<file path="src/rtl/pla_sweep_signature.sv">
// rtl/pla_sweep_signature.sv - exhaustive PLA input sweep with MISR signature, on-set count and minterm stream
module pla_sweep_signature #(
    parameter int              N_IN  = 15,
    parameter int              SIG_W = 32,
    parameter logic [SIG_W-1:0] POLY = 32'h04C11DB7,
    parameter logic [SIG_W-1:0] SEED = 32'hFFFFFFFF
) (
    input  logic             clk,
    input  logic             rst_n,
    input  logic             start,
    input  logic             abort,
    output logic [N_IN-1:0]  x,
    input  logic             y_in,
    output logic             busy,
    output logic             done,
    output logic [SIG_W-1:0] signature,
    output logic [N_IN:0]    ones_count,
    output logic             on_valid,
    input  logic             on_ready,
    output logic [N_IN-1:0]  on_vec
);

    typedef enum logic [1:0] {
        S_IDLE  = 2'd0,
        S_SWEEP = 2'd1,
        S_DRAIN = 2'd2,
        S_DONE  = 2'd3
    } state_t;

    state_t           r_state;
    logic [N_IN-1:0]  r_x;
    logic             r_busy;
    logic             r_done;
    logic [SIG_W-1:0] r_sig;
    logic [N_IN:0]    r_ones;
    logic             r_on_valid;
    logic [N_IN-1:0]  r_on_vec;

    logic             w_handoff;
    logic             w_acc;
    logic             w_last;
    logic             w_drain_exit;
    logic [SIG_W-1:0] w_sig_nxt;
    logic [N_IN:0]    w_ones_nxt;

    // The only stall source is an on-set response arriving while the previous
    // minterm is still waiting in the output register.
    assign w_handoff    = r_on_valid & on_ready;
    assign w_acc        = ~(y_in & r_on_valid & ~on_ready);
    assign w_last       = &r_x;
    // DRAIN may finish in the same cycle that the last minterm is handed off.
    assign w_drain_exit = ~r_on_valid | on_ready;

    assign w_sig_nxt  = {r_sig[SIG_W-2:0], 1'b0}
                      ^ (r_sig[SIG_W-1] ? POLY : {SIG_W{1'b0}})
                      ^ {{(SIG_W-1){1'b0}}, y_in};
    assign w_ones_nxt = r_ones + {{N_IN{1'b0}}, y_in};

    // Sweep controller: vector counter, response compaction and minterm stream
    always_ff @(posedge clk or negedge rst_n) begin
        if (!rst_n) begin
            r_state    <= S_IDLE;
            r_x        <= '0;
            r_busy     <= 1'b0;
            r_done     <= 1'b0;
            r_sig      <= SEED;
            r_ones     <= '0;
            r_on_valid <= 1'b0;
            r_on_vec   <= '0;
        end else begin
            case (r_state)
                S_IDLE: begin
                    r_done <= 1'b0;
                    // start beats a simultaneous abort here; abort means nothing in IDLE
                    if (start) begin
                        r_state    <= S_SWEEP;
                        r_busy     <= 1'b1;
                        r_x        <= '0;
                        r_sig      <= SEED;
                        r_ones     <= '0;
                        r_on_valid <= 1'b0;
                    end
                end
                S_SWEEP: begin
                    if (abort) begin
                        r_state    <= S_IDLE;
                        r_busy     <= 1'b0;
                        r_on_valid <= 1'b0;
                    end else begin
                        if (w_handoff) begin
                            r_on_valid <= 1'b0;
                        end
                        if (w_acc) begin
                            r_sig  <= w_sig_nxt;
                            r_ones <= w_ones_nxt;
                            // a load in the handoff cycle overrides the clear above
                            if (y_in) begin
                                r_on_vec   <= r_x;
                                r_on_valid <= 1'b1;
                            end
                            if (w_last) begin
                                r_state <= S_DRAIN;
                            end else begin
                                r_x <= r_x + 1'b1;
                            end
                        end
                    end
                end
                S_DRAIN: begin
                    if (abort) begin
                        r_state    <= S_IDLE;
                        r_busy     <= 1'b0;
                        r_on_valid <= 1'b0;
                    end else begin
                        if (w_handoff) begin
                            r_on_valid <= 1'b0;
                        end
                        if (w_drain_exit) begin
                            r_state <= S_DONE;
                            r_busy  <= 1'b0;
                            r_done  <= 1'b1;
                        end
                    end
                end
                S_DONE: begin
                    r_state <= S_IDLE;
                    r_done  <= 1'b0;
                end
                default: begin
                    r_state <= S_IDLE;
                    r_busy  <= 1'b0;
                    r_done  <= 1'b0;
                end
            endcase
        end
    end

    assign x          = r_x;
    assign busy       = r_busy;
    assign done       = r_done;
    assign signature  = r_sig;
    assign ones_count = r_ones;
    assign on_valid   = r_on_valid;
    assign on_vec     = r_on_vec;

endmodule

</file>
<file path="config.mk">
export PLATFORM = sky130hd
export DESIGN_NAME = pla_sweep_signature
export DESIGN_NICKNAME = d
export VERILOG_FILES = /design/src/rtl/pla_sweep_signature.sv
export SDC_FILE = /design/constraint.sdc
export NUM_CORES = 1
export LEC_CHECK = 0
export CORE_MARGIN = 4
export CORE_UTILIZATION = 46
export DETAILED_ROUTE_END_ITERATION = 7
export HOLD_SLACK_MARGIN = 0.1
export PLACE_DENSITY = 0.83
export REMOVE_ABC_BUFFERS = 1
export SYNTH_ARGS = -nofsm -noshare
export SYNTH_HDL_FRONTEND = slang
export SYNTH_SLANG_ARGS = --single-unit
</file>
<file path="constraint.sdc">
create_clock -name clk -period 2.3 [get_ports clk]
set_clock_uncertainty 0.15 [all_clocks]
set_input_delay 0.23 -clock clk [delete_from_list [all_inputs] [get_ports clk]]
set_output_delay 0.23 -clock clk [all_outputs]
set_load 0.03 [all_outputs]
</file>
==> results.toml <==
[status]
run_status = "complete, no violations"

[global_routing]
grt_use_total_pct = 19.9
grt_max_degree = 69
grt_pass1_wl_microns = 16900
antenna_found_initial = 0
overflow = 0
grt_pass1_vias = 3528

[final_layout]
layout-drive-gt1-share_pct = 21.6
diodes = 0
area_delta_synth_final_pct = 33.2
layout_commonest_cell = "clkdlybuf4s50_1"
final_cell_count_no_fill = 622
mostFrequentLayoutCells = "85 x clkdlybuf4s50_1, 51 x dfrtp_1, 50 x nand2_1"
finalNetCount = 523

[route]
vias = 3443
postRouteAntennaNets = 0
viasPerCell = 5.54
dr.pass1.iters = 4
routed_wl_microns = 10000
drtIter0Drc = 204
wire_per_inst_microns = 16.1
drc = 0

[power]
p_leak_uw = 0.00236
p_int_uw = 4360
power_density_nw_per_um2 = 1410
power_frac_comb_pct = 53.8
power.share.clock_pct = 13.1
seq_power_share_pct = 33.1
power_switching_uw = 3380
ir_drop_uv = 966
p_sw_share_pct = 43.7

[placement]
dp_hpwl_microns = 7000
routabilityCongestion = 0.910
placedCellCount = 605
port_buffers = 86
place_ws_ns = -0.0183

[floorplan]
coreArea_sq_um = 8720
initial_core_util_pct = 47.4
fp.dieH_microns = 103
pin_count = 87
die_w_microns = 103
rows = 34
dieArea_sq_um = 10600

[sta]
worstMarginPinSlew_ns = 0.504
fin_ws_ns = 0.0749
period_minus_slack_ns = 2.23
tns_ns = 0
post-route-period-util_pct = 96.7
rsz0062_at_grt = "false"
finalHoldViolCount = 0
final_max_slew_viol_count = 0
setup_viol = 0
slew_headroom_pct = 66.1
fmax_ghz = 0.449

[clock_tree]
root_buffer = "clkbuf_8"
post_cts_buffers = 0
cts.clk_slew.worst_paths_ns = 0.09
clock-sinks = 83
numCtsBuffers = 9
cts_max_path_buffers = 2
clk_latency_ns = 0.35
h-tree-depth = 3
cts_tree = "yes"

[critical_path]
cp-end-kind = "flip-flop"
path_class = "reg2reg"
arrival_ns = 2.36
worstPathCellList = "inv_1 > ha_2 > and4b_4 > or2_4 > or4_1 > o21ai_0 > a22o_1"
path_max_fanout = 11
ff2ff_setup_slack_ns = 0.07
start_kind = "flip-flop"
cp.required_ns = 2.44
crit_slowest_cell = "or4_1"
slowest_delay_ns = 0.46
path_delay_family = "simple AND/OR/NAND/NOR gates"
cp_num_buf_inv = 1

[logic_synthesis]
ys_ff_latch = 83
async_reset_ff_share_pct = 100
synthCells = 408
synth_edf_count = 0
yosysSeqAreaShare_pct = 51.2
syn_area_per_cell_sq_um = 10.1
netlist_area_sq_um = 4140
synth_flop_cell = "dfrtp_1"
ys_types = 53
yosysWarnings = 0

[run]
drv_cap = 0

[min_path]
hold_path.class = "in2async"
[sequential cells by signal, summed over array words and instances, names as in the netlist]
signal      flops
busy            1
done            1
on_valid        1
on_vec         15
ones_count     16
r_state         2
signature      32
x              15
[power groups by stage]
stage | logic [uW] | registers [uW] | clock network [uW]
6_report | 4160 | 2560 | 1020
5_1_grt | 4510 | 2640 | 1110
4_1_cts | 4180 | 2570 | 1040
3_5_place_dp | 4150 | 2570 | 0
3_3_place_gp | 4020 | 2550 | 0
2_1_floorplan | 1520 | 3520 | 0
[logic make-up (layout without fill, tap and decap cells)]
logic type                 after synthesis  after routing  synth area share [%]
and+or+nand+nor                        156            156                  19.0
AOI/OAI and AO/OA                       85             85                  13.3
DFF                                     83             83                  51.2
buffers and inverters                   30            136                  3.21
xor gates and xnor gates                24             24                  5.08
muxes                                   22             22                  5.84
adders and majority gates                8              8                  2.42
[stage by stage]
stage	instance area, sq um	util [%]	hold slack [ns]	total power (uW)
final	5510	63.2	0.244	7740
after global placement	5260	60.3	0.0715	6580
after detailed placement	5260	60.3	0.0754	6720
after global routing	5510	63.2	0.296	8250
after CTS	5480	62.9	0.251	7780
after floorplan	4030	-	-0.216	5040
[worst paths after layout]
check                                           from                        end  cells after the start
hold reg to reg            signature[18]$_DFFE_PN1P_  signature[18]$_DFFE_PN1P_                      2
setup / recovery              r_state[1]$_DFFE_PN0P_           x[3]$_DFFE_PN0P_                      7
setup reg to reg              r_state[1]$_DFFE_PN0P_           x[3]$_DFFE_PN0P_                      7
hold / removal                                 rst_n  ones_count[6]$_DFFE_PN0P_                      2
max in group asynchronous                      rst_n  signature[23]$_DFFE_PN1P_                      3
min in group clk           signature[18]$_DFFE_PN1P_  signature[18]$_DFFE_PN1P_                      2
[Yosys cell counts (all sizes together) (2+ instances only)]
master,instances,area [sq um]
nor4,9,71.3
o211ai,2,15.0
and4,2,17.5
clkbuf,16,60.1
ha,8,100
nand3,15,80.1
dfstp,32,841
nor3,10,50.1
nand2,52,198
o41ai,2,17.5
mux2,17,191
or4,2,15.0
o311ai,4,35.0
o31ai,3,22.5
a21o,14,105
xnor2,20,175
o21ai,29,145
dfrtp,51,1280
a221o,4,40.0
or3,5,36.3
buf,7,46.3
mux2i,5,50.1
nor2b,2,12.5
nand4,5,46.3
inv,7,26.3
a21oi,19,98.9
and3,3,18.8
xor2,4,35.0
nor2,45,174
[what timing repair did]
item                       in CTS  in global routing
hold buffers                    1                  0
pin swaps                       0                  1
setup endpoints to repair       3                  7
resized for setup               3                  5
cloned                          0                  0
hold endpoints to repair       36                  0
[layer usage]
metal  up-vias  track usage, %  routed length [microns]
met3        15            5.01                      689
met1      1668            26.5                     4380
met2       112            32.4                     4830
li1       1648               -                        -
met4         0            5.58                      102
met5         -               0                        0
[cell type report]
cell class                 count  area (sq um)
tap                          108           135
clock inverter                 6          47.5
multi-input combinational    295          1930
timing repair buffer         113          1100
clock buffer                  10           149
inverter                       7          26.3
sequential                    83          2120
fill                         699          3210
No activity file was read; power rests on OpenSTA's default activity.
